<file path="config.mk">
export PLATFORM = sky130hd
export DESIGN_NAME = polar_gen_row_streamer
export DESIGN_NICKNAME = d
export VERILOG_FILES = /design/src/rtl/polar_gen_row_streamer.sv
export SDC_FILE = /design/constraint.sdc
export NUM_CORES = 1
export LEC_CHECK = 0
export ABC_AREA = 1
export BUFFER_PORTS_ARGS = -buffer_cell sky130_fd_sc_hd__buf_2
export CAP_MARGIN = 10
export CORE_MARGIN = 4
export CORE_UTILIZATION = 54
export CTS_CLUSTER_DIAMETER = 120
export DETAILED_ROUTE_END_ITERATION = 10
export PLACE_DENSITY = 0.84
export SLEW_MARGIN = 10
export SYNTH_ARGS = -nofsm -noshare
export SYNTH_HDL_FRONTEND = slang
export SYNTH_SLANG_ARGS = --single-unit
</file>
<file path="constraint.sdc">
create_clock -name clk -period 2 [get_ports clk]
set_input_delay 0.2 -clock clk [delete_from_list [all_inputs] [get_ports clk]]
set_output_delay 0.2 -clock clk [all_outputs]
set_load 0.01 [all_outputs]
</file>
<file path="src/rtl/polar_gen_row_streamer.sv">
`default_nettype none
// ============================================================================
// polar_gen_row_streamer : streams rows of G_N = F^{(x)n} with valid/ready
// Revision: 1.0
// ============================================================================
module polar_gen_row_streamer #(
  parameter int N_LOG = 2
) (
  input  logic                    clk,
  input  logic                    rst_n,
  input  logic                    start,
  input  logic                    abort,
  input  logic [N_LOG-1:0]        start_row,
  input  logic [N_LOG:0]          row_count,
  input  logic                    bitrev,
  input  logic                    row_ready,
  output logic                    row_valid,
  output logic [(1<<N_LOG)-1:0]   row_data,
  output logic [N_LOG-1:0]        row_idx,
  output logic                    row_last,
  output logic                    busy,
  output logic                    done
);

  localparam int             N     = 1 << N_LOG;
  localparam logic [N_LOG:0] N_CNT = (N_LOG+1)'(N);

  typedef enum logic [0:0] {IDLE = 1'b0, RUN = 1'b1} state_t;

  state_t             state_q, state_d;
  logic [N_LOG-1:0]   k_q, k_d;
  logic [N_LOG-1:0]   start_row_q, start_row_d;
  logic               bitrev_q, bitrev_d;
  logic [N_LOG-1:0]   last_k_q, last_k_d;
  logic               row_valid_q, row_valid_d;
  logic [N-1:0]       row_data_q, row_data_d;
  logic [N_LOG-1:0]   row_idx_q, row_idx_d;
  logic               row_last_q, row_last_d;
  logic               done_q, done_d;

  logic [N_LOG-1:0]   k_inc;
  logic [N_LOG-1:0]   nat_r;
  logic               use_rev;
  logic [N_LOG-1:0]   eff_r;
  logic [N_LOG-1:0]   cnt_m1;

  function automatic logic [N_LOG-1:0] rev_bits(input logic [N_LOG-1:0] r);
    logic [N_LOG-1:0] v;
    for (int b = 0; b < N_LOG; b++) v[b] = r[N_LOG-1-b];
    return v;
  endfunction

  // Row e of the Kronecker power: column j is set iff j is a bit-subset of e.
  function automatic logic [N-1:0] gen_row(input logic [N_LOG-1:0] e);
    logic [N-1:0] row;
    for (int j = 0; j < N; j++) row[j] = ((N_LOG'(j) & ~e) == '0);
    return row;
  endfunction

  // In IDLE the candidate row is the one a start would launch; in RUN it is the successor.
  assign k_inc   = k_q + N_LOG'(1);
  assign nat_r   = (state_q == IDLE) ? start_row : (start_row_q + k_inc);
  assign use_rev = (state_q == IDLE) ? bitrev : bitrev_q;
  assign eff_r   = use_rev ? rev_bits(nat_r) : nat_r;
  assign cnt_m1  = ((row_count == '0) || (row_count >= N_CNT)) ? '1
                                                               : (row_count[N_LOG-1:0] - N_LOG'(1));

  always_comb begin
    state_d     = state_q;
    k_d         = k_q;
    start_row_d = start_row_q;
    bitrev_d    = bitrev_q;
    last_k_d    = last_k_q;
    row_valid_d = row_valid_q;
    row_data_d  = row_data_q;
    row_idx_d   = row_idx_q;
    row_last_d  = row_last_q;
    done_d      = 1'b0;
    case (state_q)
      IDLE: begin
        if (start && !abort) begin
          state_d     = RUN;
          start_row_d = start_row;
          bitrev_d    = bitrev;
          last_k_d    = cnt_m1;
          k_d         = '0;
          row_valid_d = 1'b1;
          row_idx_d   = eff_r;
          row_data_d  = gen_row(eff_r);
          row_last_d  = (cnt_m1 == '0);
        end
      end
      RUN: begin
        if (abort) begin
          state_d     = IDLE;
          row_valid_d = 1'b0;
          row_last_d  = 1'b0;
        end else if (row_valid_q && row_ready) begin
          if (row_last_q) begin
            state_d     = IDLE;
            row_valid_d = 1'b0;
            row_last_d  = 1'b0;
            done_d      = 1'b1;
          end else begin
            k_d        = k_inc;
            row_idx_d  = eff_r;
            row_data_d = gen_row(eff_r);
            row_last_d = (k_inc == last_k_q);
          end
        end
      end
      default: begin
        state_d     = IDLE;
        row_valid_d = 1'b0;
        row_last_d  = 1'b0;
      end
    endcase
  end

  always_ff @(posedge clk or negedge rst_n) begin
    if (!rst_n) begin
      state_q     <= IDLE;
      k_q         <= '0;
      start_row_q <= '0;
      bitrev_q    <= 1'b0;
      last_k_q    <= '0;
      row_valid_q <= 1'b0;
      row_data_q  <= N'(1);
      row_idx_q   <= '0;
      row_last_q  <= 1'b0;
      done_q      <= 1'b0;
    end else begin
      state_q     <= state_d;
      k_q         <= k_d;
      start_row_q <= start_row_d;
      bitrev_q    <= bitrev_d;
      last_k_q    <= last_k_d;
      row_valid_q <= row_valid_d;
      row_data_q  <= row_data_d;
      row_idx_q   <= row_idx_d;
      row_last_q  <= row_last_d;
      done_q      <= done_d;
    end
  end

  assign row_valid = row_valid_q;
  assign row_data  = row_data_q;
  assign row_idx   = row_idx_q;
  assign row_last  = row_last_q;
  assign busy      = (state_q == RUN);
  assign done      = done_q;

endmodule
`default_nettype wire

</file>
## After elaboration in Yosys (flattened, before gate mapping)

Cells that the tools add are included.
Widths: inputs -> output; s select.

| cells by class | value |
|---|---|
| $add $sub $neg | 3 |
| $lt $le $gt $ge | 1 |
| equality and inequality tests | 7 |
| muxes and demuxes | 38 |
| bitwise gates (word level) | 2 |
| reductions and logical operators | 13 |

Operators by type and width:

| kind | count |
|---|---|
| $mux 2 | 11 |
| $mux 1 | 17 |
| $mux 4 | 4 |
| $logic_not 2->1 | 4 |
| $pmux 2 s2 | 2 |
| $pmux 4 s2 | 1 |
| $ne 3x2->1 const B | 2 |
| $pmux 1 s2 | 3 |
| $ne 2x1->1 const B | 2 |
| $ne 2x2->1 const B | 2 |
| $reduce_and 2->1 | 2 |
| $reduce_and 4->1 | 1 |
| $ge 3x3->1 const B | 1 |
| $logic_not 3->1 | 1 |
| $reduce_and 3->1 | 1 |
| $add 2x1->2 const B | 1 |
| $add 2x2->2 | 1 |
| $eq 2x2->1 | 1 |
| $logic_and 1x1->1 | 2 |
| $not 2->2 | 1 |
| $sub 2x1->2 const B | 1 |
| $logic_not 1->1 | 1 |
| $logic_or 1x1->1 | 1 |
| $not 1->1 | 1 |

| word-level totals | value |
|---|---|
| bits in registers | 17 |
| bits of input ports | 11 |
| output and inout bits | 10 |
| logic and storage cells | 74 |

## Logic depth before layout (Yosys ltp)

Gate-level depths: netlist of the first run.

| depth | value |
|---|---|
| depth in word-level cells | 10 |
| gate-level depth with buffers | 10 |
| mapped depth without buffers | 10 |

## Worst setup path before layout of the first run

OpenSTA, ideal clock, no wires.

| timing | value |
|---|---|
| path kind | register -> register |
| start | register k_q[0] |
| end | register row_data_q[2], in the netlist row_data[2] |
| library setup time | 123 ps |
| data arrival time | 1193 ps |
| data required time | 1877 ps |
| path slack | 684 ps |
| cell stages (with the launch flop) | 11 |
| path buffers | 0 |
| period minus slack after synthesis | 1316 ps |
| cell sequence | dfrtp_1 -> inv_1 -> ha_1 -> inv_1 -> nand2_1 -> nand2_1 -> nand2_1 -> nand3_1 -> nand2_1 -> o21ai_0 -> nand2_1 |

| on the way | value |
|---|---|
| longest elaborated chain between the ends | 10 |
| elaborated cells on any way between the ends | 11 |
| those cells by class | 2 x add/sub; 7 x mux; 1 x bitwise; 1 x reduce/logical |

Ends and longest elaborated chain:

| item | line | RTL |
|---|---|---|
| start, declared | 31 | `logic [N_LOG-1:0] k_q, k_d;` |
| start signal, assigned | 134 | `k_q <= k_d;` |
| $add 2x1->2 * | 61 | `assign k_inc = k_q + N_LOG'(1);` |
| $add 2x2->2 * | 62 | `assign nat_r = (state_q == IDLE) ? start_row : (start_row_q + k_inc);` |
| $mux 2 * | 62 |  |
| $mux 2 * | 64 | `assign eff_r = use_rev ? rev_bits(nat_r) : nat_r;` |
| $not 2->2 * | 56 | `for (int j = 0; j < N; j++) row[j] = ((N_LOG'(j) & ~e) == '0);` |
| $logic_not 2->1 * | 56 |  |
| $mux 4 | 99 | `if (row_last_q) begin` |
| $mux 4 | 98 | `end else if (row_valid_q && row_ready) begin` |
| $mux 4 | 94 | `if (abort) begin` |
| $pmux 4 s2 * | 79 | `case (state_q)` |
| end signal, assigned | 139 | `row_data_q <= row_data_d;` |
| end, declared | 36 | `logic [N-1:0] row_data_q, row_data_d;` |

Every way passes the cells marked *; elsewhere a longest branch is shown, timed or not. The select of a mux whose other input is x is not followed.
A chain may end at the register's enable or synchronous reset.

## Final worst setup path of the first run

Same ends and word-level chain as after synthesis.

==> results of run 1 <==
==> per-layer routing <==
| layer | vias up | share of wire [%] |
|---|---|---|
| met2 | 21 | 50 |
| met1 | 326 | 44 |
| met5 | - | 0 |
| met3 | 5 | 3.9 |
| met4 | 0 | 2.3 |
| li1 | 397 | - |
==> cells in the mapped netlist <==
| library cell | count |
|---|---|
| o21ai_1 | 4 |
| inv_2 | 1 |
| nor2_2 | 1 |
| inv_1 | 16 |
| nor2_1 | 6 |
| a21oi_1 | 1 |
| dfrtp_1 | 14 |
| o211ai_1 | 1 |
| conb_1 | 1 |
| buf_6 | 1 |
| buf_4 | 3 |
| nand2_1 | 44 |
| ha_1 | 2 |
| o21ai_0 | 10 |
| nor3_1 | 1 |
| nand2_2 | 1 |
| nand3_1 | 7 |
| or2_0 | 1 |
| nand3_2 | 1 |
==> cell families (layout without fill, tap and decap cells) <==
family | count (synthesis) | in the layout | synth area share, %
compound gates | 16 | 16 | 10.1
fa+ha+maj | 2 | 2 | 3.07
buf+inv | 21 | 40 | 12.0
flops | 14 | 14 | 42.9
other cells | 1 | 1 | 0.460
simple gates | 62 | 62 | 31.4
==> sequential cells by signal, summed over array words and instances (netlist names) <==
register / cells
bitrev_q: 1
last_k_q: 2
row_data: 2
done: 1
row_last: 1
start_row_q: 2
busy: 1
k_q: 2
row_valid: 1
row_idx: 1
==> worst paths after layout <==
kind	endpoint	slack [ns]	cells past startpoint
max	row_data[2]	0.50	10
max reg2reg	row_data[2]	0.50	10
max in group asynchronous	bitrev_q	1.44	2
min in group asynchronous	k_q[0]	0.33	2
min reg2reg	row_data[3]	0.49	2
min	bitrev_q	0.15	3
==> where the power goes <==
group	internal [W]	total, W	switching (W)
registers	0.000348	0.000398	0.0000493
clock network	0.0000699	0.000153	0.0000835
logic	0.000123	0.000324	0.000202
total	0.000541	0.000876	0.000335
==> area by class of cell <==
| type | count | area, sq um |
|---|---|---|
| Multi-Input combinational cell | 81 | 368 |
| Fill cell | 110 | 438 |
| Inverter | 17 | 63.8 |
| Sequential cell | 14 | 350 |
| Tap cell | 15 | 18.8 |
| Timing Repair Buffer | 20 | 105 |
| Clock buffer | 3 | 22.5 |
==> worst min-delay path: stages <==
cell and delay [ns]:
buf_2 0.09, nand2_1 0.04, o21ai_0 0.06
==> stage by stage <==
step | hold WS (ns) | total power, W | setup slack [ns]
2_1_floorplan | -0.0956 | 0.000639 | 0.684
3_3_place_gp | 0.103 | 0.000715 | 0.543
3_5_place_dp | 0.107 | 0.000727 | 0.527
4_1_cts | 0.156 | 0.000881 | 0.484
5_1_grt | 0.156 | 0.000951 | 0.326
6_report | 0.149 | 0.000876 | 0.495
==> what timing repair did <==
item	in CTS	in global routing
endpoints found under the hold margin	14	0
buffers inserted	0	0
endpoints found under the setup margin	0	0
hold buffers	1	0
gates resized for setup	0	0
==> results.json, run 1 <==
{
  "die_area_sq_um": 2200,
  "crit_slowest_cell": "dfrtp_1",
  "use_met1_pct": 23.0,
  "synth_top_area_cell": "dfrtp_1",
  "avgSynthCellArea_sq_um": 7.03,
  "place_area_sq_um": 896,
  "drt_iter0_markers": 9,
  "drive_gt1_share_pct": 19.3,
  "die_h_um": 46.9,
  "final_max_slew_viol_count": 0,
  "startpoint": "k_q[0]",
  "syn_area_sq_um": 816,
  "clock.fmax_mhz": 664,
  "synth.top_cell.area_share_pct": 42.9,
  "setup_viol": 0,
  "cts.clk_slew.worst_paths_ns": 0.07,
  "p_leak_nw": 0.541,
  "viasPerCell": 4.99,
  "htreeDepth": 1,
  "track_usage_pct": 17.8,
  "cp.arrival_ns": 1.67,
  "cts_buffer_depth": 2,
  "cts_made_buffers": 3,
  "synth-seq-area-share_pct": 42.9,
  "synth_warnings": 0,
  "power.density_nw_per_um2": 943,
  "rows": 13,
  "final.min_clock_period_ns": 1.50,
  "grt_util_met3_pct": 2.30,
  "final_common_cell": "nand2_1",
  "postSynthCellCount": 116,
  "hold_viol": 0,
  "fin_nets": 150,
  "final_cell_mix": "44 x nand2_1, 19 x buf_2, 16 x inv_1, 14 x dfrtp_1, 10 x o21ai_0",
  "hpwl_mm": 1.33,
  "place_congestion": 0.816,
  "crit_family": "simple AND/OR/NAND/NOR gates",
  "synthDistinctLibCells": 19,
  "place_inst": 146,
  "startpoint_type": "flop",
  "diodes": 0,
  "drc_errors": 0,
  "die_w_um": 46.9,
  "rsz0062_at_grt": "false",
  "cp_common_cell": "nand2_1",
  "cp_num_buf_inv": 2,
  "wl_per_cell_um": 11.1,
  "fin_crit_sh_pct": 75.2,
  "ys_ff_latch": 14,
  "grt_max_degree": 15,
  "first_global_vias": 651,
  "cp_max_fo": 6,
  "stdcell_count": 150,
  "endpoint_kind": "flop",
  "clock_sinks": 14,
  "synthTopCellsByArea": "dfrtp_1 43%, nand2_1 20%, inv_1 7.4%",
  "grt_pass1_wl_mm": 2.71,
  "worstSetupPathType": "reg -> reg",
  "drtPass1Iterations": 4,
  "drt_wl_total_mm": 1.66,
  "path_cells": "inv_1 > ha_1 > inv_1 > nand2_1 > nand2_1 > nand2_1 > nand3_1 > nand2_1 > o21ai_0 > nand2_1",
  "io_buffers": 19,
  "fin_util_pct": 67.9,
  "final.setup.tns_ns": 0,
  "met2_usage_pct": 28.7,
  "globalRoute.busiestLayer": "met2",
  "syn2layout_area_growth_pct": 13.8,
  "critical_path.max_stage_delay_ns": 0.38,
  "fin_area_sq_um": 928,
  "worstHoldStart": "bitrev",
  "cts_root_buffer": "clkbuf_4",
  "skew_ns": 0.00207,
  "ant_nets": 0,
  "syn_nets": 129,
  "cts_tree": "done",
  "grt_antenna_before_repair": 0,
  "gr-total-overflow": 0,
  "ir_drop_mv": 0.615,
  "cap_violations": 0,
  "vias": 749,
  "hold_class": "in -> reg",
  "r2r_start": "k_q[0]",
  "io_pins": 21,
  "insertion_delay_ns": 0.28,
  "status": "complete, no violations",
  "core-area_sq_um": 1370,
  "cp.required_ns": 2.17,
  "start_util_pct": 59.7
}
Note: power is estimated with default switching activity, not from simulation.
==> run 2: changes to the inputs <==
--- a/config.mk
+++ b/config.mk
@@ -9,10 +9,10 @@
 export BUFFER_PORTS_ARGS = -buffer_cell sky130_fd_sc_hd__buf_2
 export CAP_MARGIN = 10
 export CORE_MARGIN = 4
-export CORE_UTILIZATION = 54
+export CORE_UTILIZATION = 45
 export CTS_CLUSTER_DIAMETER = 120
 export DETAILED_ROUTE_END_ITERATION = 10
-export PLACE_DENSITY = 0.84
+export PLACE_DENSITY = 0.75
 export SLEW_MARGIN = 10
 export SYNTH_ARGS = -nofsm -noshare
 export SYNTH_HDL_FRONTEND = slang
==> constraint.sdc (replaced) <==
create_clock -name clk -period 1.3 [get_ports clk]
set_input_delay 0.13 -clock clk [delete_from_list [all_inputs] [get_ports clk]]
set_output_delay 0.13 -clock clk [all_outputs]
set_load 0.01 [all_outputs]
==> run 2 against run 1 <==
- the flow now finishes with violations (setup timing)
- cell area grew 21%
- sequential share of layout area shrank 6.3 points
- cell count grew 13%
- critical path depth shrank 1
- flip-flop and latch count is the same
- fmax grew 12%
- via count grew 13%
- clock-buffer cell count grew 1
- non-clock buffer count grew 9
- die area grew 16%
- power grew 87%
==> results.json, run 2 (synthesized netlist as in run 1, its figures left out) <==
{
  "power.density_nw_per_um2": 1460,
  "whs_ns": 0.0734,
  "startpoint_type": "flop",
  "fin_nets": 159,
  "rsz0062_at_grt": "true",
  "insertion_delay_ns": 0.28,
  "cp_max_fo": 5,
  "cts_made_buffers": 3,
  "stdcell_count": 170,
  "p_leak_nw": 0.601,
  "die_area_sq_um": 2560,
  "first_global_vias": 820,
  "viasPerCell": 5.00,
  "die_h_um": 50.6,
  "grt_max_degree": 15,
  "gr-total-overflow": 0,
  "endpoint_kind": "flop",
  "diodes": 0,
  "htreeDepth": 1,
  "violations": "setup timing",
  "path_cells": "inv_2 > buf_6 > nand2_1 > nand2_2 > nand2_1 > nand3_2 > nand2_2 > o21ai_2 > nand2_1",
  "io_buffers": 19,
  "fin_area_sq_um": 1120,
  "status": "finished, violations left",
  "worstSetupPathType": "reg -> reg",
  "hpwl_mm": 1.36,
  "syn2layout_area_growth_pct": 37.3,
  "hold_class": "in -> reg",
  "dp_slack_ns": -0.0630,
  "crit_slowest_cell": "dfrtp_1",
  "drc_errors": 0,
  "drt_iter0_markers": 12,
  "rows": 15,
  "drt_wl_total_mm": 2.07,
  "place_inst": 162,
  "cts_buffer_depth": 2,
  "final.min_clock_period_ns": 1.34,
  "cts_tree": "done",
  "final_common_cell": "nand2_1",
  "place_area_sq_um": 953,
  "setup_viol": 3,
  "wl_per_cell_um": 12.2,
  "final_max_slew_viol_count": 0,
  "cts.clk_slew.worst_paths_ns": 0.09,
  "hold_viol": 0,
  "clock.fmax_mhz": 746,
  "clock_sinks": 14,
  "place_congestion": 0.761,
  "io_pins": 21,
  "ant_nets": 0,
  "track_usage_pct": 15.8,
  "skew_ns": 0.00442,
  "die_w_um": 50.6,
  "cp.required_ns": 1.48,
  "vias": 850,
  "drive_gt1_share_pct": 37.9,
  "fin_crit_sh_pct": 103,
  "start_util_pct": 47.2,
  "grt_antenna_before_repair": 0,
  "nFillCells": 160,
  "cp.arrival_ns": 1.52,
  "critical_path.max_stage_delay_ns": 0.41,
  "final_cell_mix": "39 x nand2_1, 19 x buf_2, 13 x dfrtp_1, 11 x inv_1, 8 x o21ai_0",
  "ir_drop_mv": 0.990,
  "fin_ws_ns": -0.0397,
  "cp_common_cell": "nand2_1",
  "core-area_sq_um": 1730,
  "cap_violations": 0,
  "fin_util_pct": 64.9,
  "grt_pass1_wl_mm": 3.19,
  "cts_root_buffer": "clkbuf_4",
  "drtPass1Iterations": 4
}
## run 2: power breakdown
group	leakage (nW)	internal [W]	total, W	switching (W)
logic	0.404	0.000299	0.000711	0.000412
registers	0.176	0.000536	0.000613	0.0000769
clock network	0.0210	0.000170	0.000312	0.000141
## run 2: path summary, 6_finish.rpt
| path | depth (start not counted) | start | endpoint | slack (ns) |
|---|---|---|---|---|
| max | 9 | k_q[0] | row_data[2] | -0.04 |
| min | 3 | start_row[1] | start_row_q[1] | 0.07 |
| max reg2reg | 9 | k_q[0] | row_data[2] | -0.04 |
| min reg2reg | 2 | row_data[2] | row_data[2] | 0.49 |
| max in group asynchronous | 2 | rst_n | busy | 0.76 |
| min in group asynchronous | 2 | rst_n | row_idx[0] | 0.27 |
## run 2: per-stage QoR
stage | setup TNS, ns | total power, W
2_1_floorplan | 0 | 0.000985
3_3_place_gp | -0.0103 | 0.00114
3_5_place_dp | -0.0732 | 0.00116
4_1_cts | 0 | 0.00149
5_1_grt | -0.402 | 0.00176
6_report | -0.0931 | 0.00164
## run 2: critical path, delay by kind of cell, from the launching register on
| kind | cells | cell delay, ns |
|---|---|---|
| AOI/OAI and AO/OA | 1 | 0.15 |
| DFF | 1 | 0.41 |
| buffers and inverters | 2 | 0.20 |
| and+or+nand+nor | 6 | 0.47 |
## run 2: final cells by class
cell class	instances	area (sq um)	area share [%]
multi-input cells	81	453	40.4
clock buffers	4	36.3	3.24
inverters	17	67.6	6.03
well taps	25	31.3	2.79
repair buffers	29	180	16.1
flip-flops and latches	14	352	31.4
## run 2: layer usage
metal / up-vias / routed length, um / track usage, %
li1: 417 / - / -
met2: 28 / 1060 / 28.5
met5: - / 0 / 0
met4: 0 / 62 / 6.73
met1: 395 / 863 / 18.6
met3: 10 / 85 / 2.08
## run 2: repair_timing
action / in CTS / in global routing
hold endpoints to repair: 14 / 0
pin swaps: 4 / 14
buffers inserted: 2 / 1
endpoints found under the setup margin: 3 / 9
hold buffers: 1 / 0
gates resized for setup: 5 / 24
==> run 3: changes to the inputs <==
--- a/config.mk
+++ b/config.mk
@@ -7,7 +7,7 @@
 export LEC_CHECK = 0
 export ABC_AREA = 1
 export BUFFER_PORTS_ARGS = -buffer_cell sky130_fd_sc_hd__buf_2
-export CAP_MARGIN = 10
+export CAP_MARGIN = 20
 export CORE_MARGIN = 4
 export CORE_UTILIZATION = 45
 export CTS_CLUSTER_DIAMETER = 120
==> constraint.sdc (replaced) <==
create_clock -name clk -period 1.1 [get_ports clk]
set_input_delay 0.11 -clock clk [delete_from_list [all_inputs] [get_ports clk]]
set_output_delay 0.11 -clock clk [all_outputs]
set_load 0.01 [all_outputs]
==> run 3 against run 2 <==
- critical path type unchanged
- routed wire length grew 71%
- sequential power grew 21%
- power grew 42%
- largest power group unchanged
- clock skew grew 0.0011 ns
- the run still ends with setup timing left
- utilization grew 16 points
- clock power grew 22%
==> results.json, run 3 (synthesized netlist as in run 1, its figures left out) <==
{
  "startpoint": "start_row_q[0]",
  "drc_errors": 0,
  "drtPass1Iterations": 5,
  "worstSetupPathType": "reg -> reg",
  "final_cell_mix": "32 x nand2_1, 17 x buf_2, 16 x buf_4, 12 x dfrtp_1, 11 x buf_6",
  "critical_path.max_stage_delay_ns": 0.43,
  "final.setup.tns_ns": -2.07,
  "diodes": 0,
  "drt_wl_total_mm": 3.55,
  "path_depth": 9,
  "place_inst": 169,
  "seq_area_sq_um": 353,
  "wl_per_cell_um": 19.0,
  "fin_nets": 176,
  "die_area_sq_um": 2560,
  "cts_made_buffers": 3,
  "drt_iter0_markers": 79,
  "final_max_slew_viol_count": 0,
  "r2r_start": "start_row_q[0]",
  "gr-total-overflow": 0,
  "viasPerCell": 5.73,
  "ir_drop_mv": 1.24,
  "cp.required_ns": 1.26,
  "setup_viol": 14,
  "clock.fmax_mhz": 695,
  "io_pins": 21,
  "grt_pass1_wl_mm": 4.42,
  "multiInputGateArea_sq_um": 551,
  "path_cells": "ha_4 > inv_2 > nand2_2 > nand2_1 > nand2_1 > nand3_2 > nand2_2 > o21ai_1 > nand2_1",
  "cts_tree": "done",
  "cts.clk_slew.worst_paths_ns": 0.09,
  "insertion_delay_ns": 0.29,
  "final_common_cell": "nand2_1",
  "grt_max_degree": 15,
  "cts_buffer_depth": 2,
  "skew_ns": 0.00554,
  "endpoint_kind": "flop",
  "place_congestion": 0.802,
  "vias": 1072,
  "crit_family": "simple AND/OR/NAND/NOR gates",
  "place_area_sq_um": 1030,
  "rsz0062_at_grt": "true",
  "io_buffers": 19,
  "startpoint_type": "flop",
  "ff2ff_setup_slack_ns": -0.34,
  "cts_root_buffer": "clkbuf_4",
  "fin_ws_ns": -0.339,
  "status": "finished, violations left",
  "crit_slowest_cell": "dfrtp_1",
  "die_h_um": 50.6,
  "htreeDepth": 1,
  "hold_viol": 0,
  "r2r_end": "row_data[2]",
  "cp.arrival_ns": 1.60,
  "cp_num_buf_inv": 1,
  "hpwl_mm": 1.50,
  "core-area_sq_um": 1730,
  "start_util_pct": 47.2,
  "cp_common_cell": "nand2_1",
  "track_usage_pct": 23.2,
  "hold_class": "in -> reg",
  "fin_area_sq_um": 1390,
  "drive_gt1_share_pct": 56.2,
  "grt_antenna_before_repair": 0,
  "syn2layout_area_growth_pct": 70.4,
  "first_global_vias": 1015,
  "dp_slack_ns": -0.168,
  "p_leak_nw": 0.697,
  "fin_util_pct": 80.5,
  "stdcell_count": 187,
  "cp-endpoint": "row_data[2]",
  "cap_violations": 0,
  "fin_crit_sh_pct": 131,
  "ant_nets": 0,
  "power.density_nw_per_um2": 1670,
  "r2r_cells": 9,
  "nFillCells": 92,
  "cp_max_fo": 3,
  "rows": 15,
  "final.min_clock_period_ns": 1.44,
  "clock_sinks": 14,
  "die_w_um": 50.6,
  "violations": "setup timing"
}
run 3: changes by cell type in the layout (fill, tap and decap cells not counted), moves of 3 or more:
cell and delta:
nand2_2 +6, buf_4 +9, o21ai_1 +6, nand2_1 -7, o21ai_0 -8, nor2_1 -3, buf_6 +9, nand3_1 -3
run 3: tightest hold or removal path, cell delays in order:
cell and delay [ns]:
buf_2 0.10, nand2_1 0.05, o21ai_1 0.07
run 3: worst min path at each step:
| stage | start | end | slack (ns) | cells after the start |
|---|---|---|---|---|
| after floorplan | rst_n | bitrev_q | -0.19 | 0 |
| final | start_row[1] | start_row_q[1] | 0.08 | 3 |
| after global routing | start_row[1] | start_row_q[1] | 0.1 | 3 |
| after global placement | rst_n | row_idx[0] | 0.02 | 1 |
| after CTS | start_row[1] | start_row_q[1] | 0.07 | 3 |
| after detailed placement | rst_n | start_row_q[1] | 0.03 | 1 |
run 3: cell type report:
type / instances / share of cell area (%)
Multi-Input combinational cell: 81 / 39.6
Sequential cell: 14 / 25.4
Timing Repair Buffer: 45 / 24.4
Inverter: 17 / 5.22
Clock buffer: 4 / 2.61
Tap cell: 25 / 2.25
Timing Repair inverter: 1 / 0.540
run 3: per-stage QoR:
step / total power, W / hold WS [ns]
2_1_floorplan: 0.00121 / -0.186
3_3_place_gp: 0.00143 / 0.0223
3_5_place_dp: 0.00146 / 0.0263
4_1_cts: 0.00196 / 0.0656
5_1_grt: 0.00244 / 0.0951
6_report: 0.00233 / 0.0822
run 3: where the power goes:
part	leakage (nW)	internal (W)	switching [W]
clock	0.0210	0.000201	0.000181
combinational	0.502	0.000522	0.000683
sequential	0.175	0.000635	0.000105
run 3: what timing repair did:
item                                    CTS  global route
endpoints found under the setup margin   13            16
gates resized for setup                  20            44
gates cloned                              1             0
endpoints found under the hold margin    14             0
hold buffers                              1             0
buffers inserted                          7             6
pin swaps                                10            18
run 3: metal layers:
layer	track usage [%]	part of all wire, %
met5	0	0
met3	3.86	12
met2	40.9	48
met1	24.6	35
met4	16.6	5.3
